===== src/rtl/set_readback_if.sv =====
// CPU-side bus signals of the settings read window: request qualifiers in,
// read data / enable / acknowledge out.
interface set_readback_if;
  logic        BACT;
  logic        SetCSRD;
  logic [1:0]  A;
  logic [15:0] D;
  logic        DOE;
  logic        RDACK;

  modport master (
    output BACT,
    output SetCSRD,
    output A,
    input  D,
    input  DOE,
    input  RDACK
  );

  modport slave (
    input  BACT,
    input  SetCSRD,
    input  A,
    output D,
    output DOE,
    output RDACK
  );
endinterface


===== src/rtl/set_readback.sv =====
// Read side of the settings register: snapshots the live slow-device setup on a
// request, inserts wait states, then drives the selected word until the bus cycle ends.
module set_readback #(
  parameter int unsigned WAIT_STATES = 2,
  parameter logic [3:0]  VERSION     = 4'h1,
  parameter logic [15:0] ID          = 16'h5753
) (
  input  logic            CLK,
  input  logic            nPOR,
  input  logic            SetWR,
  input  logic [3:0]      SlowTimeout,
  input  logic [6:0]      SlowFlags,
  set_readback_if.slave   bus
);

  typedef enum logic [1:0] {
    IDLE  = 2'd0,
    WAIT  = 2'd1,
    DRIVE = 2'd2
  } state_t;

  localparam logic [3:0] WAIT_LOAD = (WAIT_STATES > 0) ? 4'(WAIT_STATES - 1) : 4'd0;
  localparam logic       NO_WAIT   = (WAIT_STATES == 0);

  state_t      state;
  state_t      stateNext;
  logic [3:0]  waitCnt;
  logic [3:0]  cntNext;

  logic        capture;
  logic        enterDrive;
  logic        leaveDrive;
  logic        useLive;

  logic [1:0]  snapA;
  logic [3:0]  snapTimeout;
  logic [6:0]  snapFlags;

  logic [1:0]  selA;
  logic [3:0]  selTimeout;
  logic [6:0]  selFlags;
  logic [15:0] wordNext;

  logic        changed;
  logic [15:0] rdCount;
  logic [15:0] dReg;
  logic        doeReg;
  logic        rdackReg;

  always_ff @(posedge CLK or negedge nPOR) begin
    if (!nPOR) begin
      state   <= IDLE;
      waitCnt <= '0;
    end else begin
      state   <= stateNext;
      waitCnt <= cntNext;
    end
  end

  always_comb begin
    stateNext  = state;
    cntNext    = waitCnt;
    capture    = 1'b0;
    enterDrive = 1'b0;
    leaveDrive = 1'b0;
    useLive    = 1'b0;
    case (state)
      IDLE: begin
        if (bus.BACT && bus.SetCSRD) begin
          capture = 1'b1;
          if (NO_WAIT) begin
            stateNext  = DRIVE;
            enterDrive = 1'b1;
            useLive    = 1'b1;
          end else begin
            stateNext = WAIT;
            cntNext   = WAIT_LOAD;
          end
        end
      end
      WAIT: begin
        if (!bus.BACT) begin
          stateNext = IDLE;
        end else if (waitCnt == '0) begin
          stateNext  = DRIVE;
          enterDrive = 1'b1;
        end else begin
          cntNext = waitCnt - 4'd1;
        end
      end
      DRIVE: begin
        if (!bus.BACT) begin
          stateNext  = IDLE;
          leaveDrive = 1'b1;
        end
      end
      default: stateNext = IDLE;
    endcase
  end

  // With no wait states the snapshot loads on the same edge D is registered,
  // so the word is built from the live inputs in that case.
  always_comb begin
    selA       = useLive ? bus.A       : snapA;
    selTimeout = useLive ? SlowTimeout : snapTimeout;
    selFlags   = useLive ? SlowFlags   : snapFlags;
    case (selA)
      2'd0:    wordNext = {VERSION, selTimeout, selFlags, changed};
      2'd1:    wordNext = rdCount;
      2'd2:    wordNext = ID;
      default: wordNext = '0;
    endcase
  end

  always_ff @(posedge CLK or negedge nPOR) begin
    if (!nPOR) begin
      snapA       <= '0;
      snapTimeout <= '0;
      snapFlags   <= '0;
      changed     <= 1'b0;
      rdCount     <= '0;
      dReg        <= '0;
      doeReg      <= 1'b0;
      rdackReg    <= 1'b0;
    end else begin
      if (capture) begin
        snapA       <= bus.A;
        snapTimeout <= SlowTimeout;
        snapFlags   <= SlowFlags;
      end

      if (enterDrive) begin
        dReg     <= wordNext;
        doeReg   <= 1'b1;
        rdackReg <= 1'b1;
        rdCount  <= rdCount + 16'd1;
      end else if (leaveDrive) begin
        dReg     <= '0;
        doeReg   <= 1'b0;
        rdackReg <= 1'b0;
      end

      // A write landing on the clearing edge must not be lost.
      if (SetWR) begin
        changed <= 1'b1;
      end else if (enterDrive && (selA == 2'd0)) begin
        changed <= 1'b0;
      end
    end
  end

  assign bus.D     = dReg;
  assign bus.DOE   = doeReg;
  assign bus.RDACK = rdackReg;

endmodule


===== src/flat_wrapper.sv =====
// flat-port wrapper written by rule: the top's interface ports become plain ports
module set_readback_flat 
#(
  parameter int unsigned WAIT_STATES = 2,
  parameter logic [3:0]  VERSION     = 4'h1,
  parameter logic [15:0] ID          = 16'h5753
)
  (CLK, nPOR, SetWR, SlowTimeout, SlowFlags, bus_BACT, bus_SetCSRD, bus_A, bus_D, bus_DOE, bus_RDACK);
  set_readback_if bus_i ();
  input  logic CLK;
  input  logic nPOR;
  input  logic SetWR;
  input  logic [3:0] SlowTimeout;
  input  logic [6:0] SlowFlags;
  input wire logic [$bits(bus_i.BACT)-1:0] bus_BACT;
  input wire logic [$bits(bus_i.SetCSRD)-1:0] bus_SetCSRD;
  input wire logic [$bits(bus_i.A)-1:0] bus_A;
  output wire logic [$bits(bus_i.D)-1:0] bus_D;
  output wire logic [$bits(bus_i.DOE)-1:0] bus_DOE;
  output wire logic [$bits(bus_i.RDACK)-1:0] bus_RDACK;
  assign bus_i.BACT = bus_BACT;
  assign bus_i.SetCSRD = bus_SetCSRD;
  assign bus_i.A = bus_A;
  assign bus_D = bus_i.D;
  assign bus_DOE = bus_i.DOE;
  assign bus_RDACK = bus_i.RDACK;
  set_readback #(.WAIT_STATES(WAIT_STATES), .VERSION(VERSION), .ID(ID)) u_core (.CLK(CLK), .nPOR(nPOR), .SetWR(SetWR), .SlowTimeout(SlowTimeout), .SlowFlags(SlowFlags), .bus(bus_i));
endmodule

===== config.mk =====
export PLATFORM = sky130hd
export DESIGN_NAME = set_readback_flat
export DESIGN_NICKNAME = d
export VERILOG_FILES = /design/src/rtl/set_readback_if.sv /design/src/rtl/set_readback.sv /design/src/flat_wrapper.sv
export SDC_FILE = /design/constraint.sdc
export NUM_CORES = 1
export LEC_CHECK = 0
export ABC_AREA = 1
export ABC_CLOCK_PERIOD_IN_PS = 1800
export CELL_PAD_IN_SITES_DETAIL_PLACEMENT = 2
export CELL_PAD_IN_SITES_GLOBAL_PLACEMENT = 2
export CORE_MARGIN = 5
export CORE_UTILIZATION = 33
export DETAILED_ROUTE_END_ITERATION = 8
export PLACE_DENSITY_LB_ADDON = 0.1
export SLEW_MARGIN = 10
export SYNTH_ARGS = -nofsm -noshare
export SYNTH_HDL_FRONTEND = slang
export SYNTH_SLANG_ARGS = --single-unit

===== constraint.sdc =====
create_clock -name CLK -period 1.8 [get_ports CLK]
set_input_delay 0.18 -clock CLK [delete_from_list [all_inputs] [get_ports CLK]]
set_output_delay 0.18 -clock CLK [all_outputs]
set_load 0.02 [all_outputs]

# == After elaboration in Yosys (flattened, before gate mapping) ==
# Index checks and enable logic that the tools add are counted.
# word_totals
inputBits,18
ff_bits,53
word_cells,53
# op_classes
n_reduce_logical,10
mux,23
n_eq_ne,9
add_sub_neg,2
# op_table
operator,n
$pmux 16 s3,1
$mux 16,2
$add 16x1->16 const B,1
$mux 4,3
$mux 1,11
$mux 2,4
$pmux 4 s2,1
$ne 2x2->1 const B,3
$pmux 2 s3,1
$reduce_bool 2->1,3
$eq 2x1->1 const B,2
$eq 2x2->1 const B,2
$logic_not 2->1,2
$logic_not 4->1,1
$reduce_and 4->1,1
$sub 4x1->4 const B,1
$ne 3x2->1 const B,1
$reduce_and 3->1,1
$logic_and 1x1->1,2
$ne 2x1->1 const B,1

# == Depth between registers and ports, before layout ==
# depth
ltp_word,7
depth_mapped,9

# == Least setup slack after synthesis ==
# Ideal clock, no wire load.
# synth_path
kind,reg2reg
from,register u_core.waitCnt[0]
to,register u_core.rdCount[13]
path_buffers,1
slack_ps,387
arrival_time_ps,1292
required_ps,1679
synth_period_minus_slack_ps,1413
path_stages_with_launch,9
cell_sequence,dfrtp_1 -> inv_1 -> ha_1 -> nand2_1 -> nor2_4 -> buf_6 -> nand3_2 -> o21bai_1 -> nand2_1
# synth_between
elab_chain_cells,4
# synth_lines
item,line,text
from (decl),set_readback.sv:27,logic [3:0] waitCnt;
from (signal assigned),set_readback.sv:56,waitCnt <= cntNext;
$logic_not 4->1,set_readback.sv:84,end else if (waitCnt == '0) begin
$mux 1,set_readback.sv:84,
$mux 1,set_readback.sv:82,if (!bus.BACT) begin
$mux 1,set_readback.sv:67,case (state)
to (signal assigned),set_readback.sv:136,rdCount <= rdCount + 16'd1;
to (decl),set_readback.sv:45,logic [15:0] rdCount;
# Every way passes these cells.
# A chain may end at the register's enable or synchronous reset.

# == Worst setup path in the final report ==
# layout_path
from,register u_core.waitCnt[0]
to,register u_core.rdCount[2]
# Same word-level chain as after synthesis.

==> results.toml <==
[run_status]
status = "complete, no violations"

[detailed_routing]
detail_route.wirelength.met1_mm = 3.18
dr.first_iter.drc_count = 39
detail_route.wl_per_cell_um = 16.4
via_per_inst = 4.84
wirelength_mm = 6.94
antenna_violating_nets_left = 0
drt_drc_violations_left = 0
routed-via-count = 2051
highest_layer = "met4"
met3WireLength_um = 149
wl_met2_mm = 3.51
firstDrtPassIters = 4

[timing]
finalWorstSetupSlack_ns = 0.158
timing.final.max_slew_violations = 0
finalCritPeriodShare = 0.912
slew_headroom = 0.708
rsz0062_at_grt = "no"
worst_margin_slew_ns = 0.438
finalSetupViolations = 0
final-hold-violation-count = 0
period_needed_ns = 1.64
timing.fmax_mhz = 609
setup-tns-final_ns = 0
finClkSkew_ns = 0.00970

[synth]
post_synthesis_cell_count = 280
ys_seq_elements = 53
number_of_distinct_library_cells_after_synthesis = 28
syn-mean-instance-area_um2 = 9.00
synth-edff-count = 0
syn-num-nets = 300
ys_async_sr_fraction = 1.00
synth.cell_area_um2 = 2520
synth_flop_cell = "dfrtp_1"
ys_warn_count = 0
synth-seq-area-share = 0.527

[clock_network]
cts_tree = "built"
tritoncts.num_buffers = 5
cts_repair_resize_count = 0
clock_tree.buffer_depth = 2
clk_transition_reported_paths_ns = 0.10
h_tree_levels = 2
ctsRootBufferMaster = "clkbuf_8"
cts.sink_count = 53
worst_skew_pair.late_latency_ns = 0.31

[grt]
track_usage = 0.152
grt-ovfl-total = 0
grt_first_pass_wirelength_mm = 11.7
first_global_vias = 2319
grt_antenna_before_repair = 0
largest_net_degree_at_the_start_of_global_routing = 54

[cells_and_area]
final_net_count = 345
final-seq-area_um2 = 1330
multi_input_area_um2 = 1010
final_layout_size_suffix_gt1_frac = 0.120
area.growth.synth_to_final_pct = 25.8
nFillCells = 811
antenna_diodes = 0

[critical_path]
worstReg2RegEnd = "u_core.rdCount[2]"
critical_path.max_stage_delay_ns = 0.41
setup.worst_path.start_class = "register"
path_cells = "inv_1 > ha_1 > nand2_1 > nor2_4 > buf_12 > buf_4 > nand2_1 > xnor2_1"
crit_path_end_kind = "register"
crit_slowest_cell = "dfrtp_1"
critical_path_required_time_ns = 1.99
r2r_start = "u_core.waitCnt[0]"
rrSetupSlack_ns = 0.16
worst_r2r_path_depth = 8
worst_path_maximum_fanout = 14
worst_ep_arrival_time_ns = 1.83
critPathMostFrequentCell = "nand2_1"
critPathKind = "reg -> reg"

[placement]
pre_cts_ws_ns = 0.0820
placement.io_buffers = 35
routabilityCongestion = 0.764
dp_hpwl_mm = 5.20

[pwr]
seq_power_share = 0.440
worst_ir_drop_vdd_mv = 0.491
p_comb_frac = 0.378
clock_power_share = 0.182
power.density_cell_area_nw_per_um2 = 1370
intPower_w = 0.00275
p_sw_w = 0.00160
net_switching_fraction_of_the_power = 0.367
p_leak_nw = 1.51

[floorplan]
die_y_um = 97.4
ios = 36
rows = 31
chipWidth_um = 97.4
starting_density = 0.344
floorplan.die_area_um2 = 9480
core_area_um2 = 7330

[min_path]
worst_hold_path_type = "in -> async"

[job]
max-cap-violations = 0
[layer usage]
metal / track usage / up-vias
met2: 0.260 / 24
li1: - / 987
met5: 0 / -
met4: 0.0458 / 0
met3: 0.0280 / 8
met1: 0.193 / 1032
[power groups by stage]
stage | combinational, W | sequential [W] | clock [W]
6_report | 0.00164 | 0.00191 | 0.000794
5_1_grt | 0.00180 | 0.00197 | 0.000869
4_1_cts | 0.00164 | 0.00192 | 0.000828
3_5_place_dp | 0.00162 | 0.00194 | 0
3_3_place_gp | 0.00155 | 0.00192 | 0
2_1_floorplan | 0.000829 | 0.00203 | 0
[synthesized netlist by cell type (all sizes together) (5+ instances only)]
cell | n | area (µm²)
nand2 | 69 | 267
dfrtp | 53 | 1330
inv | 34 | 128
nand3 | 30 | 160
nor2 | 25 | 121
o211ai | 11 | 108
a21oi | 10 | 50.1
o21ai | 8 | 40.0
buf | 6 | 41.3
mux2 | 6 | 67.6
xnor2 | 6 | 52.6
nand4 | 5 | 31.3
xor2 | 5 | 43.8
[registers in the layout, summed over array words and instances (netlist names)]
name	flops
u_core.selTimeout	4
u_core.selFlags	7
u_core.rdCount	16
u_core.waitCnt	4
u_core.bus.D	16
u_core.state	2
u_core.bus.DOE	1
u_core.changed	1
u_core.selA	2
[layout make-up]
| class | instances | area share |
|---|---|---|
| sequential | 53 | 0.418 |
| clock inverter | 2 | 0.0111 |
| tap | 99 | 0.0391 |
| inverter | 34 | 0.0403 |
| timing repair buffer | 47 | 0.150 |
| clock buffer | 5 | 0.0217 |
| multi-input combinational | 184 | 0.319 |
[critical path, delay by kind of cell (launching register included)]
kind / cells / cell delay (ns)
XOR/XNOR: 1 / 0.13
adder cells (fa/ha/maj): 1 / 0.21
buffers and inverters: 3 / 0.41
flip-flops: 1 / 0.41
AND/OR/NAND/NOR: 3 / 0.37
[cells in the final DEF (no fill, tap or decap), types with 6 or more instances in the layout]
cell	instances
a21oi_1	10
inv_1	33
dfrtp_1	53
nor2_1	20
clkdlybuf4s50_1	34
o211ai_1	6
buf_4	8
mux2_2	6
xnor2_1	6
nand2_1	68
nand3_1	28
[cells by family (layout without fill, tap and decap cells)]
| group | count (synthesis) | after routing | share of synthesized area |
|---|---|---|---|
| adders and majority gates | 2 | 2 | 0.00993 |
| muxes | 6 | 6 | 0.0268 |
| buffers and inverters | 43 | 88 | 0.0715 |
| AOI/OAI and AO/OA | 33 | 33 | 0.0899 |
| and+or+nand+nor | 132 | 132 | 0.237 |
| DFF | 53 | 53 | 0.527 |
| xor gates and xnor gates | 11 | 11 | 0.0383 |
[what timing repair did]
item                                   in CTS  in global routing
setup endpoints to repair                   0                 13
endpoints found under the hold margin      53                  0
buffers inserted                            0                  2
hold buffers                                1                  0
[how the worst max path moves through the flow]
stage / to / from / slack [ns]
finish: u_core.rdCount[2] / u_core.waitCnt[0] / 0.16
floorplan: u_core.rdCount[13] / u_core.waitCnt[0] / 0.39
global route: u_core.rdCount[2] / u_core.waitCnt[0] / 0.02
CTS: u_core.rdCount[2] / u_core.waitCnt[0] / 0.07
detailed placement: u_core.rdCount[2] / bus_BACT / 0.08
global placement: u_core.rdCount[3] / bus_BACT / 0.14
[stage by stage]
| stage | util | cell area [µm²] | instances | hold WS [ns] | total power (W) |
|---|---|---|---|---|---|
| after floorplan | - | 2520 | 280 | -0.116 | 0.00286 |
| after global placement | 0.411 | 3020 | 414 | 0.205 | 0.00347 |
| after detailed placement | 0.411 | 3020 | 414 | 0.208 | 0.00356 |
| after CTS | 0.427 | 3130 | 422 | 0.400 | 0.00439 |
| after global routing | 0.432 | 3170 | 424 | 0.436 | 0.00464 |
| final | 0.432 | 3170 | 424 | 0.391 | 0.00435 |
No activity file was read; power rests on OpenSTA's default activity.
